File: src/rtl/dcache_pkg.sv
// Shared types and geometry for the direct-mapped write-back data cache.
package dcache_pkg;

   localparam int NUM_LINES      = 16;
   localparam int WORDS_PER_LINE = 4;
   localparam int WORD_W         = 32;
   localparam int LINE_W         = WORD_W * WORDS_PER_LINE;
   localparam int WSEL_W         = $clog2(WORDS_PER_LINE);
   localparam int INDEX_W        = $clog2(NUM_LINES);
   localparam int TAG_W          = 32 - INDEX_W - WSEL_W - 2;

   typedef enum logic [1:0] {
      IDLE,
      WRITEBACK,
      ALLOCATE
   } state_t;

   typedef struct packed {
      logic             valid;
      logic             dirty;
      logic [TAG_W-1:0] tag;
   } line_meta_t;

   // Line-aligned byte address built from a tag and an index.
   function automatic logic [31:0] line_addr(input logic [TAG_W-1:0]   tag,
                                             input logic [INDEX_W-1:0] idx);
      return {tag, idx, {(WSEL_W + 2){1'b0}}};
   endfunction

endpackage

File: src/rtl/dcache_if.sv
// CPU-side and memory-side signal bundle of the data cache.
interface dcache_if;
   import dcache_pkg::*;

   logic [31:0]       cpu_addr_i;
   logic [31:0]       cpu_data_i;
   logic              cpu_MemRead_i;
   logic              cpu_MemWrite_i;
   logic [31:0]       cpu_data_o;
   logic              cpu_stall_o;
   logic              mem_enable_o;
   logic              mem_write_o;
   logic [31:0]       mem_addr_o;
   logic [LINE_W-1:0] mem_data_o;
   logic [LINE_W-1:0] mem_data_i;
   logic              mem_ack_i;

   // Cache side.
   modport slave (
      input  cpu_addr_i, cpu_data_i, cpu_MemRead_i, cpu_MemWrite_i,
      output cpu_data_o, cpu_stall_o,
      output mem_enable_o, mem_write_o, mem_addr_o, mem_data_o,
      input  mem_data_i, mem_ack_i
   );

   // Pipeline and backing-memory side.
   modport master (
      output cpu_addr_i, cpu_data_i, cpu_MemRead_i, cpu_MemWrite_i,
      input  cpu_data_o, cpu_stall_o,
      input  mem_enable_o, mem_write_o, mem_addr_o, mem_data_o,
      output mem_data_i, mem_ack_i
   );

endinterface

File: src/rtl/dcache_sram.sv
// Tag/valid/dirty and data storage: asynchronous read, one synchronous write port.
module dcache_sram
   import dcache_pkg::*;
(
   input  logic                      clk_i,
   input  logic                      rst_i,
   input  logic [INDEX_W-1:0]        idx_i,
   output line_meta_t                meta_o,
   output logic [LINE_W-1:0]         line_o,
   input  logic                      meta_we_i,
   input  line_meta_t                meta_i,
   input  logic                      line_we_i,
   input  logic [LINE_W-1:0]         line_i,
   input  logic [WORDS_PER_LINE-1:0] word_mask_i,
   input  logic [WORD_W-1:0]         word_i
);

   line_meta_t        meta_q [NUM_LINES];
   logic [LINE_W-1:0] data_q [NUM_LINES];

   assign meta_o = meta_q[idx_i];
   assign line_o = data_q[idx_i];

   // Metadata: reset invalidates and cleans every line; tags keep their contents.
   always_ff @(posedge clk_i) begin
      if (rst_i) begin
         for (int i = 0; i < NUM_LINES; i++) begin
            meta_q[i].valid <= 1'b0;
            meta_q[i].dirty <= 1'b0;
         end
      end else if (meta_we_i) begin
         meta_q[idx_i] <= meta_i;
      end
   end

   // Data: full-line refill takes priority over masked word stores.
   always_ff @(posedge clk_i) begin
      if (line_we_i) begin
         data_q[idx_i] <= line_i;
      end else begin
         for (int w = 0; w < WORDS_PER_LINE; w++) begin
            if (word_mask_i[w]) data_q[idx_i][w*WORD_W +: WORD_W] <= word_i;
         end
      end
   end

endmodule

File: src/rtl/dcache_ctrl.sv
// Direct-mapped write-back write-allocate data cache controller.
module dcache_ctrl
   import dcache_pkg::*;
(
   input  logic     clk_i,
   input  logic     rst_i,
   dcache_if.slave  bus
);

   state_t                    state_q, state_d;
   line_meta_t                meta, meta_wr;
   logic [LINE_W-1:0]         line;
   logic                      meta_we, line_we;
   logic [WORDS_PER_LINE-1:0] word_mask;
   logic [TAG_W-1:0]          req_tag;
   logic [INDEX_W-1:0]        idx;
   logic [WSEL_W-1:0]         wsel;
   logic                      req, hit;

   assign req_tag = bus.cpu_addr_i[31 -: TAG_W];
   assign idx     = bus.cpu_addr_i[WSEL_W + 2 +: INDEX_W];
   assign wsel    = bus.cpu_addr_i[2 +: WSEL_W];
   assign req     = bus.cpu_MemRead_i | bus.cpu_MemWrite_i;
   assign hit     = meta.valid && (meta.tag == req_tag);

   dcache_sram u_sram (
      .clk_i       (clk_i),
      .rst_i       (rst_i),
      .idx_i       (idx),
      .meta_o      (meta),
      .line_o      (line),
      .meta_we_i   (meta_we),
      .meta_i      (meta_wr),
      .line_we_i   (line_we),
      .line_i      (bus.mem_data_i),
      .word_mask_i (word_mask),
      .word_i      (bus.cpu_data_i)
   );

   // FSM state register; reset abandons any memory transaction in flight.
   always_ff @(posedge clk_i) begin
      if (rst_i) state_q <= IDLE;
      else       state_q <= state_d;
   end

   // Next state, memory request and array write controls.
   always_comb begin
      state_d          = state_q;
      bus.mem_enable_o = 1'b0;
      bus.mem_write_o  = 1'b0;
      bus.mem_addr_o   = '0;
      bus.mem_data_o   = '0;
      meta_we          = 1'b0;
      meta_wr          = '0;
      line_we          = 1'b0;
      word_mask        = '0;
      case (state_q)
         IDLE: begin
            if (req && !hit) begin
               state_d = (meta.valid && meta.dirty) ? WRITEBACK : ALLOCATE;
            end else if (req && bus.cpu_MemWrite_i) begin
               word_mask[wsel] = 1'b1;
               meta_we         = 1'b1;
               meta_wr         = line_meta_t'{valid: 1'b1, dirty: 1'b1, tag: req_tag};
            end
         end
         WRITEBACK: begin
            bus.mem_enable_o = 1'b1;
            bus.mem_write_o  = 1'b1;
            bus.mem_addr_o   = line_addr(meta.tag, idx);
            bus.mem_data_o   = line;
            if (bus.mem_ack_i) state_d = ALLOCATE;
         end
         ALLOCATE: begin
            bus.mem_enable_o = 1'b1;
            bus.mem_addr_o   = line_addr(req_tag, idx);
            if (bus.mem_ack_i) begin
               line_we = 1'b1;
               meta_we = 1'b1;
               meta_wr = line_meta_t'{valid: 1'b1, dirty: 1'b0, tag: req_tag};
               state_d = IDLE;
            end
         end
         default: state_d = IDLE;
      endcase
   end

   // CPU-facing stall and load data; a stalled or missing read returns zero.
   always_comb begin
      bus.cpu_stall_o = req && ((state_q != IDLE) || !hit);
      bus.cpu_data_o  = '0;
      if ((state_q == IDLE) && bus.cpu_MemRead_i && hit) begin
         bus.cpu_data_o = line[wsel*WORD_W +: WORD_W];
      end
   end

endmodule

File: src/flat_wrapper.sv
// flat-port wrapper written by rule: the top's interface ports become plain ports
module dcache_ctrl_flat import dcache_pkg::*;
  (clk_i, rst_i, bus_cpu_addr_i, bus_cpu_data_i, bus_cpu_MemRead_i, bus_cpu_MemWrite_i, bus_cpu_data_o, bus_cpu_stall_o, bus_mem_enable_o, bus_mem_write_o, bus_mem_addr_o, bus_mem_data_o, bus_mem_data_i, bus_mem_ack_i);
  dcache_if bus_i ();
  input  logic clk_i;
  input  logic rst_i;
  input wire logic [$bits(bus_i.cpu_addr_i)-1:0] bus_cpu_addr_i;
  input wire logic [$bits(bus_i.cpu_data_i)-1:0] bus_cpu_data_i;
  input wire logic [$bits(bus_i.cpu_MemRead_i)-1:0] bus_cpu_MemRead_i;
  input wire logic [$bits(bus_i.cpu_MemWrite_i)-1:0] bus_cpu_MemWrite_i;
  output wire logic [$bits(bus_i.cpu_data_o)-1:0] bus_cpu_data_o;
  output wire logic [$bits(bus_i.cpu_stall_o)-1:0] bus_cpu_stall_o;
  output wire logic [$bits(bus_i.mem_enable_o)-1:0] bus_mem_enable_o;
  output wire logic [$bits(bus_i.mem_write_o)-1:0] bus_mem_write_o;
  output wire logic [$bits(bus_i.mem_addr_o)-1:0] bus_mem_addr_o;
  output wire logic [$bits(bus_i.mem_data_o)-1:0] bus_mem_data_o;
  input wire logic [$bits(bus_i.mem_data_i)-1:0] bus_mem_data_i;
  input wire logic [$bits(bus_i.mem_ack_i)-1:0] bus_mem_ack_i;
  assign bus_i.cpu_addr_i = bus_cpu_addr_i;
  assign bus_i.cpu_data_i = bus_cpu_data_i;
  assign bus_i.cpu_MemRead_i = bus_cpu_MemRead_i;
  assign bus_i.cpu_MemWrite_i = bus_cpu_MemWrite_i;
  assign bus_cpu_data_o = bus_i.cpu_data_o;
  assign bus_cpu_stall_o = bus_i.cpu_stall_o;
  assign bus_mem_enable_o = bus_i.mem_enable_o;
  assign bus_mem_write_o = bus_i.mem_write_o;
  assign bus_mem_addr_o = bus_i.mem_addr_o;
  assign bus_mem_data_o = bus_i.mem_data_o;
  assign bus_i.mem_data_i = bus_mem_data_i;
  assign bus_i.mem_ack_i = bus_mem_ack_i;
  dcache_ctrl u_core (.clk_i(clk_i), .rst_i(rst_i), .bus(bus_i));
endmodule
File: config.mk
export PLATFORM = sky130hd
export DESIGN_NAME = dcache_ctrl_flat
export DESIGN_NICKNAME = d
export VERILOG_FILES = /design/src/rtl/dcache_pkg.sv /design/src/rtl/dcache_if.sv /design/src/rtl/dcache_sram.sv /design/src/rtl/dcache_ctrl.sv /design/src/flat_wrapper.sv
export SDC_FILE = /design/constraint.sdc
export NUM_CORES = 2
export LEC_CHECK = 0
export CAP_MARGIN = 20
export CORE_ASPECT_RATIO = 0.8
export CORE_MARGIN = 5
export CORE_UTILIZATION = 40
export CTS_CLUSTER_DIAMETER = 80
export DETAILED_ROUTE_END_ITERATION = 8
export PLACE_DENSITY = 0.54
export SYNTH_ARGS = -nofsm -noshare
export SYNTH_HDL_FRONTEND = slang
export SYNTH_SLANG_ARGS = --single-unit
File: constraint.sdc
create_clock -name clk_i -period 7.3 [get_ports clk_i]
set_input_delay 0.73 -clock clk_i [delete_from_list [all_inputs] [get_ports clk_i]]
set_output_delay 0.73 -clock clk_i [all_outputs]
set_load 0.01 [all_outputs]
# Word-level counts from Yosys, hierarchy flattened
# Memory sizes are Yosys's and may differ from the RTL's.
# Cells that the tools add are included.
[totals]
reg_bits = 2
ramBits = 2464
out_inout_bits = 195
mem_count = 2
in_bits = 197
[memory_table]
columns = ["name", "words", "width", "rd", "rd_ports_with_merged_regs", "wr", "line_no", "text"]
rows = [
  ["u_core.u_sram.data_q", 16, 128, 1, 0, 1, "dcache_sram.sv:19", "logic [LINE_W-1:0] data_q [NUM_LINES];"],
  ["u_core.u_sram.meta_q", 16, 26, 1, 0, 16, "dcache_sram.sv:18", "line_meta_t meta_q [NUM_LINES];"],
]
[op_classes]
bitwise = 5
order_cmp = 2
shifts = 1
muxes = 50
n_eq_ne = 6
reduce_logical = 15
[op_table]
columns = ["operator", "count"]
rows = [
  ["$mux 32", 5],
  ["$mux 128", 1],
  ["$shiftx 128x8->32", 1],
  ["$mux 26", 4],
  ["$pmux 32 s2", 1],
  ["$pmux 26 s2", 1],
  ["$mux 1", 26],
  ["$reduce_or 26->1", 1],
  ["$eq 24x24->1", 1],
  ["$mux 4", 4],
  ["$mux 2", 5],
  ["$logic_and 1x1->1", 8],
  ["$pmux 2 s3", 1],
  ["$or 1x1->1", 5],
  ["$ne 2x2->1 const B", 2],
  ["$lt 2x3->1 const B", 1],
  ["$reduce_and 3->1", 1],
  ["$demux 1 s2", 1],
  ["$eq 2x1->1 const B", 1],
  ["$eq 2x2->1 const B", 1],
  ["$ge 2x1->1 const B", 1],
  ["$logic_not 2->1", 1],
  ["$ne 2x1->1 const B", 1],
  ["$pmux 1 s2", 1],
  ["4 further kinds", 4],
]

# Logic depth before layout (Yosys ltp)
# An unclocked memory read counts as a cell.
[depth]
ltp_word = 12
mapped_depth = 14

# Cells and area by module
# A second synthesis with hierarchy kept.
[unflattened]
cells_unflattened = 4444
hier_area_um2 = 97090.6
[by_module_without_submodules]
columns = ["module", "n_inst", "area_each_um2", "seq_area_each_um2", "cells_each"]
rows = [
  ["dcache_sram", 1, 94156.6, 73991.0, 4069],
  ["dcache_ctrl", 1, 2934.1, 40.0, 375],
]

# Worst setup path before layout
# No wires, ideal clock.
[synth_path]
kind = "input to register"
start = "input port bus_cpu_addr_i[4]"
end = "memory u_core.u_sram.meta_q[0][0] (netlist name) (enable)"
slack_ps = 1775
arrival_time_ps = 5083
stages = 12
cell_sequence = "buf_2 buf_6 buf_6 mux4_2 a2bb2oi_1 o311ai_1 a2111oi_1 nand4_1 nor3b_2 nand4_2 buf_2 a211oi_1"
[synth_rtl]
columns = ["element", "line_no", "text"]
rows = [
  ["start, declared", "flat_wrapper.sv:7", "input wire logic [$bits(bus_i.cpu_addr_i)-1:0] bus_cpu_addr_i;"],
  ["end, declared", "dcache_sram.sv:18", ""],
]

# Final worst setup path
[layout_path]
start = "input port bus_cpu_addr_i[7]"
end = "output port bus_cpu_stall_o"
[layout_between]
elab_chain_cells = 6
[layout_lines]
columns = ["element", "line_no", "text"]
rows = [
  ["$mem_v2 16x26 (*)", "--", ""],
  ["$eq 24x24->1", "dcache_ctrl.sv:24", "assign hit = meta.valid && (meta.tag == req_tag);"],
  ["$logic_and 1x1->1 (*)", "dcache_ctrl.sv:24", ""],
  ["$logic_not 1->1 (*)", "dcache_ctrl.sv:90", "bus.cpu_stall_o = req && ((state_q != IDLE) || !hit);"],
  ["$logic_or 1x1->1 (*)", "dcache_ctrl.sv:90", ""],
  ["$logic_and 1x1->1 (*)", "dcache_ctrl.sv:90", ""],
  ["end, declared", "flat_wrapper.sv:12", "output wire logic [$bits(bus_i.cpu_stall_o)-1:0] bus_cpu_stall_o;"],
]
# Every way passes the cells marked *; elsewhere a longest branch is shown, timed or not.

==> impl_metrics.json <==
{
  "status": "finished, final reports clean",
  "path_buf_inv": 4,
  "sequential_to_total_area_share_from_yosys_stat": 0.746,
  "critical_path_arrival_ns": 5.42,
  "dp_hpwl_mm": 180,
  "post-route-min-period_ns": 6.15,
  "setup.reg_to_reg.worst_slack_ns": 2.46,
  "gp_routability_congestion": 0.820,
  "synth-edff-count": 2464,
  "yosysTopAreaCellShare": 0.746,
  "final_hold_viol_count": 0,
  "ant_nets": 0,
  "drive_gt1_frac": 0.292,
  "root_buffer": "clkbuf_16",
  "fmax_ghz": 0.163,
  "cts_hold_buf": 0,
  "critPathRequiredTime_ns": 6.57,
  "grt_antenna_before_repair": 50,
  "synthArstFlopShare": 0,
  "clkSlewWorstSetupHoldPaths_ns": 0.06,
  "stage_delay_of_the_slowest_cell_on_the_critical_path_ns": 0.60,
  "htreeDepth": 4,
  "finalCoreUtilization": 0.474,
  "cp-end-kind": "primary output",
  "via_count": 50000,
  "worstPathMaxFanout": 44,
  "post_synthesis_cell_area_um2": 99200,
  "numClockSinks": 2466,
  "detail_route.vias_per_cell": 5.85,
  "wirelength_mm": 306,
  "finalMaxSlewViolations": 0,
  "timing.critical_path.mode_cell": "buf_4",
  "ys_types": 68,
  "synth.ff_latch_count": 2466,
  "timing.critical_path.cells": "buf_4 > buf_4 > mux2i_1 > mux4_2 > mux2i_1 > xnor2_1 > o2111ai_1 > nor3_2 > buf_4 > nand3_1 > o21a_1 > clkdlybuf4s50_1",
  "rsz0062_at_grt": "false",
  "floorplan.initialDensity": 0.402,
  "finClkSkew_ns": 0.0437,
  "grt_pass1_wl_mm": 420,
  "critPathTopFamily": "buffers and inverters",
  "fin_crit_sh": 0.842,
  "horizontal_die_dimension_um": 567,
  "worstSetupPathType": "input pin to primary output",
  "drv_cap": 0,
  "drt_iter0_markers": 5555,
  "multiInputGateArea_um2": 24800,
  "fin_nets": 5207,
  "syn_inst": 4465,
  "dpl_cell_area_um2": 109000,
  "cts_buffer_depth": 3,
  "floorplan.rows": 163,
  "detail_route.drc_violations": 0,
  "synth_area_leaders": "edfxtp_1 (75%), mux4_2 (17%), mux2_2 (0.95%), mux2i_1 (0.88%), mux2_4 (0.86%)",
  "globalRoute.totalOverflow": 0,
  "worstMarginPinSlew_ns": 1.15,
  "core_um2": 247000,
  "cts_repair_resize_count": 0,
  "worst_path_max_delay_cell": "buf_4",
  "fp.dieArea_um2": 258000,
  "firstDrtPassIters": 5,
  "finalInstanceArea_um2": 117000,
  "regArea_um2": 74000,
  "yosysTopAreaCell": "edfxtp_1",
  "startpoint_type": "input pin",
  "max_slew_margin": 0.235,
  "timing.hold.worst.class": "register to register",
  "layout-area-overhead-vs-synth_pct": 17.9,
  "io-pin-count": 392,
  "die_y_um": 455,
  "synthesis.area_per_instance_um2": 22.2,
  "leakage_power_uw": 0.0361,
  "cts-buffers-inserted": 240,
  "first_global_vias": 50400,
  "irDropWorstVdd_v": 0.000251,
  "hold_ws_ns": 0.621,
  "synth-main-ff-cell": "edfxtp_1",
  "drt-wirelength-per-cell_um": 35.8,
  "clk-insertion-delay-late_ns": 0.89,
  "largest_net_degree_at_the_start_of_global_routing": 154,
  "grt_usage": 0.234,
  "pwr_density_cell_nw_per_um2": 259,
  "port_buffers": 385,
  "n_fill_cell": 20300,
  "synth.yosys.warnings": 0,
  "setup-tns-final_ns": 0,
  "setup_viol_count_final": 0,
  "tritoncts": "built",
  "cts.repair_timing.setup_buffer_count": 0
}
-- worst min-delay path: cells and delay by family, from the launching register on --
| kind | cells | cell delay [ns] |
|---|---|---|
| flip-flops | 1 | 0.33 |
| AO/OA/AOI/OAI | 1 | 0.10 |
| AND/OR/NAND/NOR | 2 | 0.15 |
-- power breakdown --
part | switching [µW] | total, µW | leakage (µW) | internal, µW
combinational | 1450 | 2340 | 0.0103 | 890
clock | 5380 | 12300 | 0.00378 | 6880
sequential | 23.4 | 15700 | 0.0220 | 15700
-- synth_stat cells, types with 5 or more instances --
master    count
edfxtp_1   2464
mux4_2      743
clkbuf_1    162
and2_1      136
a21oi_1      89
mux2i_1      87
mux2_2       84
nand2_1      82
nor2b_1      60
buf_2        58
mux2_4       57
nor2_1       41
buf_1        40
a211oi_1     34
nor3_1       33
o21ai_0      33
a22oi_1      29
nand3_1      26
a21boi_0     22
xnor2_1      19
buf_4        15
a31oi_1      14
inv_1        13
a22o_1       11
buf_6        10
mux2_1        8
a221oi_1      6
a32oi_1       6
nand4_1       5
nand4_2       5
o22ai_1       5
-- per-stage QoR --
step	setup slack, ns	std cells	total power (µW)
after detailed placement	1.14	8063	18400
after floorplan	1.77	4468	17200
after global placement	1.13	8063	18400
after CTS	1.14	8505	30600
after global routing	0.933	8515	31300
final	1.15	8543	30300
-- flip-flops by register name (all words and copies together) (netlist names) --
register	flops
u_core.u_sram.meta_q	416
u_core.state_q	2
u_core.u_sram.data_q	2048
-- final timing paths --
kind                                               from                               endpoint  cells past startpoint
setup / recovery                      bus_cpu_addr_i[7]                        bus_cpu_stall_o                     12
hold / removal           u_core.state_q[1]$_SDFFE_PP0P_         u_core.state_q[1]$_SDFFE_PP0P_                      3
setup reg to reg  u_core.u_sram.meta_q[13][4]$_DFFE_PP_  u_core.u_sram.meta_q[9][11]$_DFFE_PP_                      9
hold reg to reg          u_core.state_q[1]$_SDFFE_PP0P_         u_core.state_q[1]$_SDFFE_PP0P_                      3
-- cell families (layout without fill, tap and decap cells) --
| logic type | count (synthesis) | after routing | synth area share |
|---|---|---|---|
| and+or+nand+nor | 415 | 415 | 0.0233 |
| xor gates and xnor gates | 22 | 22 | 0.00194 |
| AOI/OAI and AO/OA | 278 | 278 | 0.0184 |
| DFF | 2466 | 2466 | 0.746 |
| other | 1 | 40 | 0.0000378 |
| adders and majority gates | 3 | 3 | 0.000378 |
| muxes | 979 | 979 | 0.196 |
| buffers and inverters | 301 | 1040 | 0.0134 |
-- per-layer routing --
layer | vias up | global-route usage | part of all wire
met5 | - | 0 | 0.000046
met4 | 2 | 0.0852 | 0.039
met3 | 410 | 0.0411 | 0.071
met2 | 2008 | 0.375 | 0.48
met1 | 27500 | 0.324 | 0.41
li1 | 20100 | - | -
-- area by class of cell --
cell class,count,area share
Antenna cell,36,0.000770
Clock buffer,283,0.0531
Clock inverter,159,0.0130
Inverter,16,0.000578
Multi-Input combinational cell,1701,0.212
Sequential cell,2466,0.633
Tap cell,3300,0.0353
Timing Repair Buffer,582,0.0522
-- cells in the final DEF, fill, tap and decap left out, drive strengths merged, types with 4 or more instances in the layout --
| cell | Yosys | routed |
|---|---|---|
| nand2b | 4 | 4 |
| or3 | 4 | 4 |
| a21oi | 89 | 89 |
| mux2i | 87 | 87 |
| clkinvlp | 0 | 5 |
| a31oi | 14 | 14 |
| and2 | 137 | 137 |
| a21boi | 22 | 22 |
| nor2b | 60 | 60 |
| xnor2 | 19 | 19 |
| clkbuf | 162 | 283 |
| a211oi | 34 | 34 |
| o21ai | 33 | 33 |
| nand2 | 82 | 82 |
| clkinv | 0 | 123 |
| diode | 0 | 36 |
| a221oi | 6 | 6 |
| o22ai | 5 | 5 |
| nand3 | 26 | 26 |
| mux2 | 149 | 149 |
| a22oi | 29 | 29 |
| nor3 | 34 | 34 |
| a32oi | 6 | 6 |
| nand4 | 12 | 12 |
| a22o | 11 | 11 |
| and3 | 4 | 4 |
| bufinv | 0 | 23 |
| edfxtp | 2464 | 2464 |
| buf | 123 | 204 |
| clkdlybuf4s50 | 0 | 378 |
| mux4 | 743 | 743 |
| inv | 16 | 24 |
| conb | 1 | 4 |
| nor2 | 42 | 42 |
Power figures use the tool's default switching activity.
